[src/rtl/sprite_pkg.sv]
// Shared types for the sprite pipeline: OAM word layout, second_array slot
// layout and evaluator state encoding. Also consumed by sprite_drawer.
package sprite_pkg;

  localparam int unsigned SPRITE_HEIGHT = 16;

  typedef struct packed {
    logic [3:0] reserved;
    logic [9:0] y;
    logic [9:0] x;
    logic [7:0] tile;
  } oam_entry_t;

  typedef struct packed {
    logic [7:0] addr;
    logic       active;
  } second_entry_t;

  typedef enum logic [1:0] {
    S_IDLE,
    S_SCAN,
    S_FLUSH,
    S_DONE
  } eval_state_t;

  function automatic logic [9:0] oam_y(input oam_entry_t e);
    return e.y;
  endfunction

endpackage

[src/rtl/sprite_evaluator_if.sv]
// Request/result and OAM read bus of the sprite evaluator.
// The master side is the scan requester together with the OAM RAM.
interface sprite_evaluator_if #(
  parameter int unsigned OAM_ADDR_SIZE     = 8,
  parameter int unsigned OAM_DATA_SIZE     = 32,
  parameter int unsigned SECOND_ARRAY_SIZE = 32,
  parameter int unsigned LINE_NUMBER_WIDTH = 10,
  parameter int unsigned HIT_COUNT_WIDTH   = $clog2(SECOND_ARRAY_SIZE) + 1
);
  logic                                          enable;
  logic                                          done;
  logic [LINE_NUMBER_WIDTH-1:0]                  line_number;
  logic [OAM_ADDR_SIZE-1:0]                      oam_a;
  logic [OAM_DATA_SIZE-1:0]                      oam_d;
  logic [SECOND_ARRAY_SIZE-1:0][OAM_ADDR_SIZE:0] second_array;
  logic [HIT_COUNT_WIDTH-1:0]                    hit_count;
  logic                                          overflow;

  modport master (
    output enable, line_number, oam_d,
    input  done, oam_a, second_array, hit_count, overflow
  );

  modport slave (
    input  enable, line_number, oam_d,
    output done, oam_a, second_array, hit_count, overflow
  );
endinterface

[src/rtl/sprite_line_hit.sv]
// Combinational test of whether a sprite starting at row y covers line:
// y <= line < y + HEIGHT, with no wrap-around.
module sprite_line_hit #(
  parameter int unsigned Y_WIDTH = 10,
  parameter int unsigned HEIGHT  = 16
) (
  input  logic [Y_WIDTH-1:0] i_y,
  input  logic [Y_WIDTH-1:0] i_line,
  output logic               o_hit
);
  logic [Y_WIDTH:0] w_diff;

  // One extra bit holds the borrow, so lines above the sprite never hit.
  always_comb begin
    w_diff = {1'b0, i_line} - {1'b0, i_y};
    o_hit  = !w_diff[Y_WIDTH] && (w_diff[Y_WIDTH-1:0] < Y_WIDTH'(HEIGHT));
  end
endmodule

[src/rtl/sprite_evaluator.sv]
// Per-scanline sprite evaluation: scans all OAM entries and collects the
// addresses of sprites covering the requested line into second_array.
module sprite_evaluator #(
  parameter int unsigned OAM_ADDR_SIZE     = 8,
  parameter int unsigned OAM_DATA_SIZE     = 32,
  parameter int unsigned SECOND_ARRAY_SIZE = 32,
  parameter int unsigned SPRITE_HEIGHT     = sprite_pkg::SPRITE_HEIGHT,
  parameter int unsigned DISPLAY_WIDTH     = 600,
  parameter int unsigned LINE_NUMBER_WIDTH = $clog2(DISPLAY_WIDTH)
) (
  input  logic                clk,
  input  logic                rst,
  sprite_evaluator_if.slave   bus
);
  import sprite_pkg::*;

  localparam int unsigned CNT_W = $clog2(SECOND_ARRAY_SIZE) + 1;
  localparam int unsigned IDX_W = $clog2(SECOND_ARRAY_SIZE);
  localparam logic [CNT_W-1:0] FULL = CNT_W'(SECOND_ARRAY_SIZE);

  eval_state_t                                   r_state;
  eval_state_t                                   w_next;
  logic [OAM_ADDR_SIZE-1:0]                      r_oam_a;
  logic [OAM_ADDR_SIZE-1:0]                      w_eval_addr;
  logic [LINE_NUMBER_WIDTH-1:0]                  r_line;
  logic [SECOND_ARRAY_SIZE-1:0][OAM_ADDR_SIZE:0] r_array;
  logic [CNT_W-1:0]                              r_hit_count;
  logic                                          r_overflow;
  logic                                          r_first;
  logic [OAM_DATA_SIZE-1:0]                      w_oam_word;
  logic [LINE_NUMBER_WIDTH-1:0]                  w_y;
  logic                                          w_hit;
  logic                                          w_eval;
  logic                                          w_take;
  logic                                          w_full;
  second_entry_t                                 w_slot;

  assign w_oam_word = bus.oam_d;
  assign w_y        = LINE_NUMBER_WIDTH'(oam_y(oam_entry_t'(w_oam_word)));

  sprite_line_hit #(
    .Y_WIDTH (LINE_NUMBER_WIDTH),
    .HEIGHT  (SPRITE_HEIGHT)
  ) u_line_hit (
    .i_y    (w_y),
    .i_line (r_line),
    .o_hit  (w_hit)
  );

  always_ff @(posedge clk) begin
    if (rst) r_state <= S_IDLE;
    else     r_state <= w_next;
  end

  // oam_d always belongs to the address presented one cycle earlier, including
  // in FLUSH where r_oam_a has already wrapped past the last entry.
  always_comb begin
    w_next      = r_state;
    w_eval_addr = r_oam_a - OAM_ADDR_SIZE'(1);
    w_eval      = ((r_state == S_SCAN) && !r_first) || (r_state == S_FLUSH);
    w_take      = w_eval && w_hit;
    w_full      = (r_hit_count == FULL);
    w_slot      = '{addr: w_eval_addr, active: 1'b1};
    case (r_state)
      S_IDLE:  if (bus.enable) w_next = S_SCAN;
      S_SCAN: begin
        if (w_take && w_full)   w_next = S_DONE;
        else if (r_oam_a == '1) w_next = S_FLUSH;
      end
      S_FLUSH: w_next = S_DONE;
      S_DONE:  if (!bus.enable) w_next = S_IDLE;
      default: w_next = S_IDLE;
    endcase
  end

  always_ff @(posedge clk) begin
    if (rst) begin
      r_oam_a     <= '0;
      r_line      <= '0;
      r_array     <= '0;
      r_hit_count <= '0;
      r_overflow  <= 1'b0;
      r_first     <= 1'b0;
    end else begin
      case (r_state)
        S_IDLE: begin
          if (bus.enable) begin
            r_line      <= bus.line_number;
            r_array     <= '0;
            r_hit_count <= '0;
            r_overflow  <= 1'b0;
            r_oam_a     <= '0;
            r_first     <= 1'b1;
          end
        end
        S_SCAN: begin
          r_first <= 1'b0;
          r_oam_a <= r_oam_a + OAM_ADDR_SIZE'(1);
        end
        default: ;
      endcase
      if (w_take) begin
        if (w_full) begin
          r_overflow <= 1'b1;
        end else begin
          r_array[r_hit_count[IDX_W-1:0]] <= w_slot;
          r_hit_count                     <= r_hit_count + CNT_W'(1);
        end
      end
    end
  end

  assign bus.oam_a        = r_oam_a;
  assign bus.done         = (r_state == S_DONE);
  assign bus.second_array = r_array;
  assign bus.hit_count    = r_hit_count;
  assign bus.overflow     = r_overflow;

endmodule

[src/flat_wrapper.sv]
// flat-port wrapper written by rule: the top's interface ports become plain ports
module sprite_evaluator_flat import sprite_pkg::*;
#(
  parameter int unsigned OAM_ADDR_SIZE     = 8,
  parameter int unsigned OAM_DATA_SIZE     = 32,
  parameter int unsigned SECOND_ARRAY_SIZE = 32,
  parameter int unsigned SPRITE_HEIGHT     = sprite_pkg::SPRITE_HEIGHT,
  parameter int unsigned DISPLAY_WIDTH     = 600,
  parameter int unsigned LINE_NUMBER_WIDTH = $clog2(DISPLAY_WIDTH)
)
  (clk, rst, bus_enable, bus_line_number, bus_oam_d, bus_done, bus_oam_a, bus_second_array, bus_hit_count, bus_overflow);
  sprite_evaluator_if #(.OAM_ADDR_SIZE(OAM_ADDR_SIZE), .OAM_DATA_SIZE(OAM_DATA_SIZE), .SECOND_ARRAY_SIZE(SECOND_ARRAY_SIZE), .LINE_NUMBER_WIDTH(LINE_NUMBER_WIDTH)) bus_i ();
  input  logic clk;
  input  logic rst;
  input wire logic [$bits(bus_i.enable)-1:0] bus_enable;
  input wire logic [$bits(bus_i.line_number)-1:0] bus_line_number;
  input wire logic [$bits(bus_i.oam_d)-1:0] bus_oam_d;
  output wire logic [$bits(bus_i.done)-1:0] bus_done;
  output wire logic [$bits(bus_i.oam_a)-1:0] bus_oam_a;
  output wire logic [$bits(bus_i.second_array)-1:0] bus_second_array;
  output wire logic [$bits(bus_i.hit_count)-1:0] bus_hit_count;
  output wire logic [$bits(bus_i.overflow)-1:0] bus_overflow;
  assign bus_i.enable = bus_enable;
  assign bus_i.line_number = bus_line_number;
  assign bus_i.oam_d = bus_oam_d;
  assign bus_done = bus_i.done;
  assign bus_oam_a = bus_i.oam_a;
  assign bus_second_array = bus_i.second_array;
  assign bus_hit_count = bus_i.hit_count;
  assign bus_overflow = bus_i.overflow;
  sprite_evaluator #(.OAM_ADDR_SIZE(OAM_ADDR_SIZE), .OAM_DATA_SIZE(OAM_DATA_SIZE), .SECOND_ARRAY_SIZE(SECOND_ARRAY_SIZE), .SPRITE_HEIGHT(SPRITE_HEIGHT), .DISPLAY_WIDTH(DISPLAY_WIDTH), .LINE_NUMBER_WIDTH(LINE_NUMBER_WIDTH)) u_core (.clk(clk), .rst(rst), .bus(bus_i));
endmodule
[config.mk]
export PLATFORM = sky130hd
export DESIGN_NAME = sprite_evaluator_flat
export DESIGN_NICKNAME = d
export VERILOG_FILES = /design/src/rtl/sprite_pkg.sv /design/src/rtl/sprite_evaluator_if.sv /design/src/rtl/sprite_line_hit.sv /design/src/rtl/sprite_evaluator.sv /design/src/flat_wrapper.sv
export SDC_FILE = /design/constraint.sdc
export NUM_CORES = 1
export LEC_CHECK = 0
export CORE_UTILIZATION = 35
export CTS_CLUSTER_SIZE = 14
export DETAILED_ROUTE_END_ITERATION = 6
export PLACE_DENSITY = 0.74
export REMOVE_ABC_BUFFERS = 1
export SLEW_MARGIN = 20
export SYNTH_ARGS = -nofsm -noshare
export SYNTH_HDL_FRONTEND = slang
export SYNTH_SLANG_ARGS = --single-unit
[constraint.sdc]
create_clock -name clk -period 3.4 [get_ports clk]
set_clock_uncertainty 0.2 [all_clocks]
set_input_delay 0.51 -clock clk [delete_from_list [all_inputs] [get_ports clk]]
set_output_delay 0.51 -clock clk [all_outputs]
set_load 0.02 [all_outputs]
==> metrics.csv, run 1 <==
metric;value;unit
RSZ-0062 raised after global routing;false;
num rows;68;
DRT Wirelength;39.1;mm
Async S/R FF share, synth;0;%
final setup fails;0;
Synth top area share;51.1;%
chip width;190;um
DR WL met2;18.1;mm
met3 WL;3.08;mm
Placer Congestion;0.879;
Max H-tree Level;2;
hold path cells;2;
Arrival @ worst endpoint;3.47;ns
Final Max Slew Viols;0;
Max FO, Critical Path;9;
Rel. slew slack;37.8;%
WL met1;16.8;mm
Worst VDD drop;0.324;mV
status;finished, final reports clean;
number of I/O pins;349;
largest net degree at the start of global routing;133;
antenna violations before repair;1;
gr ovfl total;0;
Avg Inst Size Synth;9.97;um2
Lkg Pwr;6.65;nW
length of the first detailed-routing pass in iterations;5;
CTS Hold Buffers Added;0;
Antenna Cells;0;
f_max;0.308;GHz
vias in the first global route;10200;
Crit path required time;3.62;ns
Crit Path Class;input pin to flip-flop;
Num CTS Buffers;36;
fin cells;2042;
Synth Flop Type;dfxtp_1;
sequential fraction of the synthesis area;51.1;%
Hold WC Path Type;input pin to flip-flop;
number of synthesized flops with an enable pin;0;
utilization after layout;51.0;%
Iter 0 DRT Violations;527;
Clock transition at path regs;0.06;ns
Antenna Violating Nets Remaining;0;
Vias/cell;4.96;
Post-Synthesis Cells;1242;
post-synth top area cell;dfxtp_1;
Yosys reg bits;316;
Clock Latency Late Sink;0.51;ns
CTS max path bufs;3;
DIE AREA;36100;um2
global-route usage over all layers;21.2;%
post-CTS sizing;0;
Core ar.;34700;um2
Yosys cell types;51;
CTS tree;built;
FF-to-FF path depth;11;
total of max-cap violations;0;
measured slew at the worst slew-check pin;0.931;ns
share of cells above drive strength 1;9.83;%
WL/cell;19.2;um
period utilization;95.6;%
DR vias;10100;
Pwr Density;527;nW/um2
DIE HEIGHT;190;um
first-pass GRT wire length;59.2;mm
synth top area cells;dfxtp_1, mux2i_1, nand2_1, nor2_8, clkbuf_1;
synth warn;0;
Fin. Hold Viols;0;
drt drc;0;
Post-CTS Setup Repair Bufs;0;
Max Used Layer;met4;
# fillers;3091;
Area Overhead vs Synth;42.9;%
Starting Density;35.7;%
Placed Cells;1977;
Worst Setup End Kind;flip-flop;
CTS root buf;clkbuf_16;
DP HPWL;26.3;mm
final net count;1624;
CTS sink cnt;316;
Port Buf Inserts;326;
Synth Cell Area;12400;um2
R2R Setup Slk;0.35;ns
minimum clock period;3.25;ns
Critical Path Start Type;input pin;
## cell usage after synthesis, types with 6 or more instances
cell type,instances
o211ai_1,32
and2_1,25
buf_1,10
ha_1,19
a21oi_1,31
inv_1,20
dfxtp_1,316
nand2_1,249
nand4_1,6
o21ai_1,12
xor2_1,8
o21a_1,24
nor2_8,24
mux2i_1,194
nor2_1,19
o21ai_0,60
nand2b_1,7
nand3_1,42
clkbuf_1,81
## metal layers
layer  track usage, %  up-vias
met5                0        -
met4             7.23        0
met3             5.96       80
met2             34.5      347
met1             26.6     4851
li1                 -     4849
## path summary, 6_finish.rpt
| path | end | from |
|---|---|---|
| max | u_core.bus.second_array[105] | bus_oam_d[20] |
| min | u_core.bus.oam_a[7] | rst |
| max reg2reg | u_core.bus.second_array[105] | u_core.r_line[2] |
| min reg2reg | u_core.bus.second_array[254] | u_core.bus.second_array[254] |
## sequential cells by signal, indices dropped and copies added, names as in the netlist
name / count
u_core.r_state: 2
u_core.bus.second_array: 288
u_core.bus.hit_count: 6
u_core.r_first: 1
u_core.bus.oam_a: 8
u_core.r_line: 10
u_core.bus.overflow: 1
## cells by family (layout without fill, tap and decap cells)
family / after synthesis / count (layout) / synth area share, %
multiplexers: 199 / 199 / 16.1
flip-flops: 316 / 316 / 51.1
AND/OR/NAND/NOR: 401 / 401 / 17.4
buffers and inverters: 116 / 461 / 3.77
XOR/XNOR: 11 / 11 / 0.778
adder cells (fa/ha/maj): 19 / 19 / 1.92
AO/OA/AOI/OAI: 180 / 180 / 8.93
## where the power goes
group / switching [mW] / internal (mW)
Sequential: 0.0390 / 3.75
Combinational: 1.06 / 0.394
Clock: 1.54 / 2.55
Total: 2.64 / 6.69
## stage by stage
step / setup slack [ns] / power (mW) / hold WS, ns / instance area [um2] / TNS (ns)
after floorplan: -6.67 / 4.58 / 0.225 / 12000 / -1587.63
after global placement: -0.437 / 5.29 / 0.241 / 16400 / -99.41
after detailed placement: -0.465 / 5.31 / 0.247 / 16400 / -99.84
after CTS: 0.0696 / 9.42 / 0.204 / 17700 / 0
after global routing: 0.00835 / 9.70 / 0.231 / 17700 / 0
final: 0.148 / 9.33 / 0.223 / 17700 / 0
## layout by cell type, fill, tap and decap left out, drive strengths merged, types with 31 or more instances in the layout
cell type        n
nand2          249
nor2            43
dfxtp          316
o211ai          32
o21ai           72
mux2i          194
clkbuf          56
nand3           42
a21oi           31
buf             51
clkdlybuf4s50  325
## final cells by class
| type | instances | area, um2 | area share (%) |
|---|---|---|---|
| clock buffers | 56 | 1110 | 6.27 |
| clock inverters | 9 | 159 | 0.898 |
| inverters | 20 | 75.1 | 0.424 |
| multi-input cells | 810 | 5630 | 31.8 |
| flip-flops and latches | 316 | 6330 | 35.8 |
| well taps | 455 | 569 | 3.22 |
| repair buffers | 376 | 3820 | 21.6 |
## worst max-delay path: stages
cell	delay, ns
clkdlybuf4s50_1	0.46
inv_1	0.04
ha_1	0.30
a21o_1	0.21
a31oi_4	0.20
o21ai_1	0.11
mux2_2	0.30
nor4_4	0.28
buf_6	0.17
nand4_1	0.16
buf_12	0.23
nor2_8	0.23
mux2i_1	0.25
(Power assumes the default switching activity.)
==> inputs of run 2 (changes only) <==
--- a/config.mk
+++ b/config.mk
@@ -10,6 +10,7 @@
 export DETAILED_ROUTE_END_ITERATION = 6
 export PLACE_DENSITY = 0.74
 export REMOVE_ABC_BUFFERS = 1
+export SETUP_SLACK_MARGIN = 0.2
 export SLEW_MARGIN = 20
 export SYNTH_ARGS = -nofsm -noshare
 export SYNTH_HDL_FRONTEND = slang
==> metrics.csv, run 2 (synthesis results as in run 1) <==
metric;value;unit;change
Hold WC Path Type;input pin to flip-flop;;
length of the first detailed-routing pass in iterations;4;;-1
number of I/O pins;349;;unchanged
Antenna Violating Nets Remaining;0;;unchanged
worst setup path end;u_core.bus.hit_count[2];;
Antenna Cells;0;;unchanged
CTS root buf;clkbuf_16;;
DIE HEIGHT;190;um;unchanged
DR vias;10200;;+0.79%
Clock Latency Late Sink;0.51;ns;about the same
Worst VDD drop;0.327;mV;+0.82%
CTS tree;built;;
Max H-tree Level;2;;unchanged
Sequential Power Share;40.5;%;about the same
Psw;2.65;mW;+0.46%
DP HPWL;26.3;mm;unchanged
fin cells;2052;;+0.49%
Port Buf Inserts;326;;unchanged
Placer Congestion;0.879;;unchanged
hold path cells;2;;unchanged
RSZ-0062 raised after global routing;true;;
CP most frequent cell;buf_4;;
final net count;1634;;+0.62%
final setup fails;0;;unchanged
Max FO, Critical Path;5;;-4
WL/cell;19.4;um;+1.3%
global-route usage over all layers;21.4;%;+0.27 points
R2R Setup Slk;0.35;ns;about the same
Setup TNS;0;ns;unchanged
f_max;0.321;GHz;+4.3%
CTS sink cnt;316;;unchanged
Cell Chain, Critical Path;clkdlybuf4s50_1 > inv_1 > ha_4 > a21o_1 > a21oi_2 > o21ai_2 > mux2_4 > nor4_4 > buf_6 > buf_4 > buf_4 > nand2_1 > mux2_1 > o32ai_1;;
Starting Density;35.7;%;unchanged
Fin. Hold Viols;0;;unchanged
Core ar.;34700;um2;unchanged
Setup WS pre-CTS;-0.465;ns;unchanged
FF-to-FF End;u_core.bus.hit_count[2];;
CTS max path bufs;3;;unchanged
utilization after layout;51.5;%;+0.50 points
Vias/cell;4.97;;+0.30%
Arrival @ worst endpoint;3.33;ns;-0.14 ns
status;finished, final reports clean;;
Clock transition at path regs;0.06;ns;about the same
gr ovfl total;0;;unchanged
CP max stage cell;clkdlybuf4s50_1;;
FF-to-FF Start;u_core.r_line[2];;
largest net degree at the start of global routing;133;;unchanged
measured slew at the worst slew-check pin;1.02;ns;+0.0901 ns
share of cells above drive strength 1;10.9;%;+1.1 points
minimum clock period;3.12;ns;-0.135 ns
Pwr Density;524;nW/um2;-0.62%
WP depth;14;;+1
chip width;190;um;unchanged
antenna violations before repair;1;;unchanged
fin worst setup slack;0.283;ns;+0.135 ns
Crit. Startpoint;bus_oam_d[22];;
period utilization;91.7;%;-4.0 points
Clk pwr share;43.6;%;-0.2 points
DRT Wirelength;39.8;mm;+1.8%
most common cell after layout, fill and taps aside;clkdlybuf4s50_1;;
# fillers;3072;;-0.61%
Final Max Slew Viols;0;;unchanged
Crit Path Class;input pin to flip-flop;;
Area Overhead vs Synth;44.3;%;
total of max-cap violations;0;;unchanged
Pint;6.71;mW;+0.30%
Lkg Pwr;6.70;nW;+0.84%
area post-placement;16400;um2;unchanged
Crit path required time;3.61;ns;about the same
Worst Setup End Kind;flip-flop;;
Rel. slew slack;31.7;%;-6.0 points
Final Instance Area;17900;um2;+0.98%
FF-to-FF path depth;13;;+2
crit-path max cell delay;0.45;ns;about the same
area of the multi-input gates;5730;um2;+1.9%
DIE AREA;36100;um2;unchanged
Logic pwr share;15.9;%;+0.3 points
critical path's top delay family;buffers and inverters;;
most frequent cells in the layout;clkdlybuf4s50_1, dfxtp_1, nand2_1, mux2i_1, o21ai_0;;
Seq. cell area;6330;um2;unchanged
Critical Path Start Type;input pin;;
drt drc;0;;unchanged
first-pass GRT wire length;59.8;mm;+1.1%
Placed Cells;1977;;unchanged
Iter 0 DRT Violations;478;;-9.3%
CTS Hold Buffers Added;0;;unchanged
Num CTS Buffers;36;;unchanged
num rows;68;;unchanged
switching part of the total;28.3;%;+0.032 points
max reg flops;288;;unchanged
worst path bufs/invs;5;;+1
vias in the first global route;10300;;+0.66%
-- run 2: worst reg2reg max path: stages (launching register included) --
cell and delay (ns):
dfxtp_1 0.38, ha_4 0.22, a21o_1 0.20, a31oi_4 0.23
buf_6 0.14, o21bai_1 0.08, mux2i_2 0.18, nor4_4 0.29
buf_6 0.16, buf_4 0.11, buf_4 0.12, nand2_1 0.09
mux2_1 0.32, o32ai_1 0.24
-- run 2: repair_timing --
item                                    in CTS  in global routing
endpoints found under the hold margin        0                  0
gates resized for setup                     10                  8
buffers inserted                             3                  1
cloned                                       4                  2
pin swaps                                   13                 13
endpoints found under the setup margin     233                162
-- run 2: layer usage --
layer  track usage, %  vias up  routed length (um)
met1             27.1     4887               16800
met4             7.13        0                1150
met5                0        -                   0
met2             35.0      370               18600
met3             5.96       77                3220
li1                 -     4873                   -
-- run 2: stage by stage --
step	power [mW]	hold slack (ns)
6_report	9.36	0.226
5_1_grt	9.74	0.231
4_1_cts	9.45	0.204
3_5_place_dp	5.31	0.247
3_3_place_gp	5.29	0.241
2_1_floorplan	4.58	0.225
-- run 2: power by group through the flow --
stage	Sequential (mW)	Combinational, mW	Clock (mW)
floorplan	3.86	0.720	0
CTS	3.79	1.47	4.18
detailed placement	3.87	1.44	0
global placement	3.87	1.42	0
global route	3.79	1.61	4.34
finish	3.79	1.49	4.09
-- run 2: area by class of cell --
cell class / instances / share of cell area, %
Clock inverter: 9 / 0.889
Timing Repair Buffer: 381 / 21.8
Tap cell: 455 / 3.19
Clock buffer: 56 / 6.21
Sequential cell: 316 / 35.4
Inverter: 20 / 0.420
Multi-Input combinational cell: 815 / 32.1
-- run 2: how the worst min path moves through the flow --
stage                                             from                           end
after global placement    u_core.bus.second_array[244]  u_core.bus.second_array[244]
after floorplan                       u_core.r_line[0]              u_core.r_line[0]
after detailed placement   u_core.bus.second_array[18]   u_core.bus.second_array[18]
after CTS                                          rst           u_core.bus.oam_a[7]
final                                              rst           u_core.bus.oam_a[7]
after global routing                               rst  u_core.bus.second_array[171]
==> inputs of run 3 (changes only) <==
==> constraint.sdc (replaced) <==
create_clock -name clk -period 3.4 [get_ports clk]
set_clock_uncertainty 0.2 [all_clocks]
set_input_delay 0.68 -clock clk [delete_from_list [all_inputs] [get_ports clk]]
set_output_delay 0.68 -clock clk [all_outputs]
set_load 0.02 [all_outputs]
==> metrics.csv, run 3 (synthesis results as in run 1) <==
metric;value;unit;change
status;finished, final reports clean;;
drt drc;0;;unchanged
Fin. Hold Viols;0;;unchanged
DP HPWL;26.5;mm;+0.77%
Placer Congestion;0.867;;-1.3%
final net count;1645;;+0.67%
Max FO, Critical Path;14;;+9
FF-to-FF path depth;12;;-1
Iter 0 DRT Violations;628;;+31%
FF-to-FF Start;u_core.r_line[2];;
global-route usage over all layers;21.7;%;+0.30 points
Seq. cell area;6330;um2;about the same
most frequent cells in the layout;clkdlybuf4s50_1, dfxtp_1, nand2_1, mux2i_1, o21ai_0;;
Crit path required time;3.64;ns;+0.03 ns
gr ovfl total;0;;unchanged
minimum clock period;3.07;ns;-0.0446 ns
Rel. slew slack;9.32;%;-22 points
Num CTS Buffers;37;;+2.8%
FF-to-FF End;u_core.bus.second_array[133];;
num rows;68;;unchanged
Max H-tree Level;2;;unchanged
final setup fails;0;;unchanged
Final Instance Area;18100;um2;+1.4%
R2R Setup Slk;0.35;ns;about the same
Critical Path Start Type;input pin;;
DR vias;10300;;+1.2%
worst setup path end;u_core.bus.second_array[133];;
vias in the first global route;10100;;-1.5%
Antenna Violating Nets Remaining;0;;unchanged
Area Overhead vs Synth;46.3;%;
DIE HEIGHT;190;um;unchanged
RSZ-0062 raised after global routing;false;;
CTS tree;built;;
crit-path max cell delay;0.32;ns;-0.13 ns
Clock transition at path regs;0.06;ns;about the same
WP depth;13;;-1
CTS root buf;clkbuf_16;;
Clock Latency Late Sink;0.51;ns;about the same
Vias/cell;5.01;;+0.68%
DRT Wirelength;40.6;mm;+2.0%
# fillers;3031;;-1.3%
max reg flops;288;;unchanged
critical path's top delay family;buffers and inverters;;
Core ar.;34700;um2;unchanged
area post-placement;16500;um2;+0.26%
fin cells;2063;;+0.54%
number of I/O pins;349;;unchanged
Placed Cells;1976;;-0.051%
most common cell after layout, fill and taps aside;clkdlybuf4s50_1;;
Hold WC Path Type;flip-flop to flip-flop;;
Arrival @ worst endpoint;3.31;ns;-0.02 ns
Cell Chain, Critical Path;dlygate4sd2_1 > inv_2 > ha_4 > a21o_1 > a21oi_2 > o21ai_2 > mux2_4 > nor4_4 > buf_4 > nand4_1 > buf_12 > nor2_8 > mux2i_1;;
share of cells above drive strength 1;12.8;%;+1.9 points
area of the multi-input gates;5920;um2;+3.3%
first-pass GRT wire length;60.4;mm;+0.88%
CTS sink cnt;316;;unchanged
Pwr Density;516;nW/um2;-1.6%
largest net degree at the start of global routing;92;;-31%
Setup TNS;0;ns;unchanged
WL/cell;19.7;um;+1.5%
total of max-cap violations;0;;unchanged
CP max stage cell;mux2_4;;
Worst VDD drop;0.350;mV;+7.0%
Final Max Slew Viols;0;;unchanged
f_max;0.325;GHz;+1.5%
Lkg Pwr;6.77;nW;+1.0%
Crit. Startpoint;bus_oam_d[22];;
Starting Density;35.7;%;unchanged
chip width;190;um;unchanged
Worst Setup End Kind;flip-flop;;
CTS max path bufs;3;;unchanged
Port Buf Inserts;326;;unchanged
antenna violations before repair;0;;-1
Antenna Cells;0;;unchanged
measured slew at the worst slew-check pin;1.36;ns;+0.336 ns
DIE AREA;36100;um2;unchanged
period utilization;90.4;%;-1.3 points
CTS Hold Buffers Added;0;;unchanged
Fin Hold WS;0.252;ns;+0.0265 ns
Crit Path Class;input pin to flip-flop;;
length of the first detailed-routing pass in iterations;5;;+1
worst path bufs/invs;4;;-1
==> run 3: how the worst min path moves through the flow <==
stage                                 startpoint                           end  slack [ns]  cells past startpoint
floorplan                       u_core.r_line[0]              u_core.r_line[0]        0.23                      2
global placement    u_core.bus.second_array[128]  u_core.bus.second_array[128]        0.24                      2
detailed placement   u_core.bus.second_array[77]   u_core.bus.second_array[77]        0.25                      2
CTS                 u_core.bus.second_array[144]  u_core.bus.second_array[144]        0.25                      2
global route          u_core.bus.second_array[9]    u_core.bus.second_array[9]        0.27                      2
finish              u_core.bus.second_array[144]  u_core.bus.second_array[144]        0.25                      2
==> run 3: cell type report <==
type / instances / area share, %
Clock inverter: 13 / 0.622
Tap cell: 455 / 3.14
Sequential cell: 316 / 34.9
Inverter: 20 / 0.414
Clock buffer: 53 / 6.23
Timing Repair Buffer: 381 / 21.9
Multi-Input combinational cell: 825 / 32.7
==> run 3: what timing repair did <==
action                                  in CTS  in global routing
endpoints found under the setup margin     281                244
pin swaps                                   25                 26
resized for setup                           25                 20
cloned                                       8                  9
setup buffers                                3                  1
==> run 3: where the power goes <==
group | switching (mW) | total (mW) | internal, mW
clock network | 1.57 | 3.97 | 2.39
registers | 0.0467 | 3.80 | 3.75
logic | 1.10 | 1.58 | 0.478
total | 2.72 | 9.34 | 6.62
==> run 3: per-layer routing <==
metal	part of all wire, %	wire, um	track usage [%]
met3	8.1	3270	6.64
met4	2.4	962	6.11
met5	0	0	0
met1	43	17300	27.2
met2	47	19000	35.9
==> run 3: per-stage QoR <==
step                total power [mW]  setup slack, ns  utilization, %
floorplan                       4.58            -6.68               -
global placement                5.32           -0.597            47.4
detailed placement              5.34           -0.574            47.4
CTS                             9.39            0.204            51.7
global route                    9.73            0.213            52.2
finish                          9.34            0.328            52.2
==> run 3: worst min-delay path: stages (launching register included) <==
cell	delay, ns
dfxtp_1	0.30
nand2_1	0.05
a21oi_1	0.05
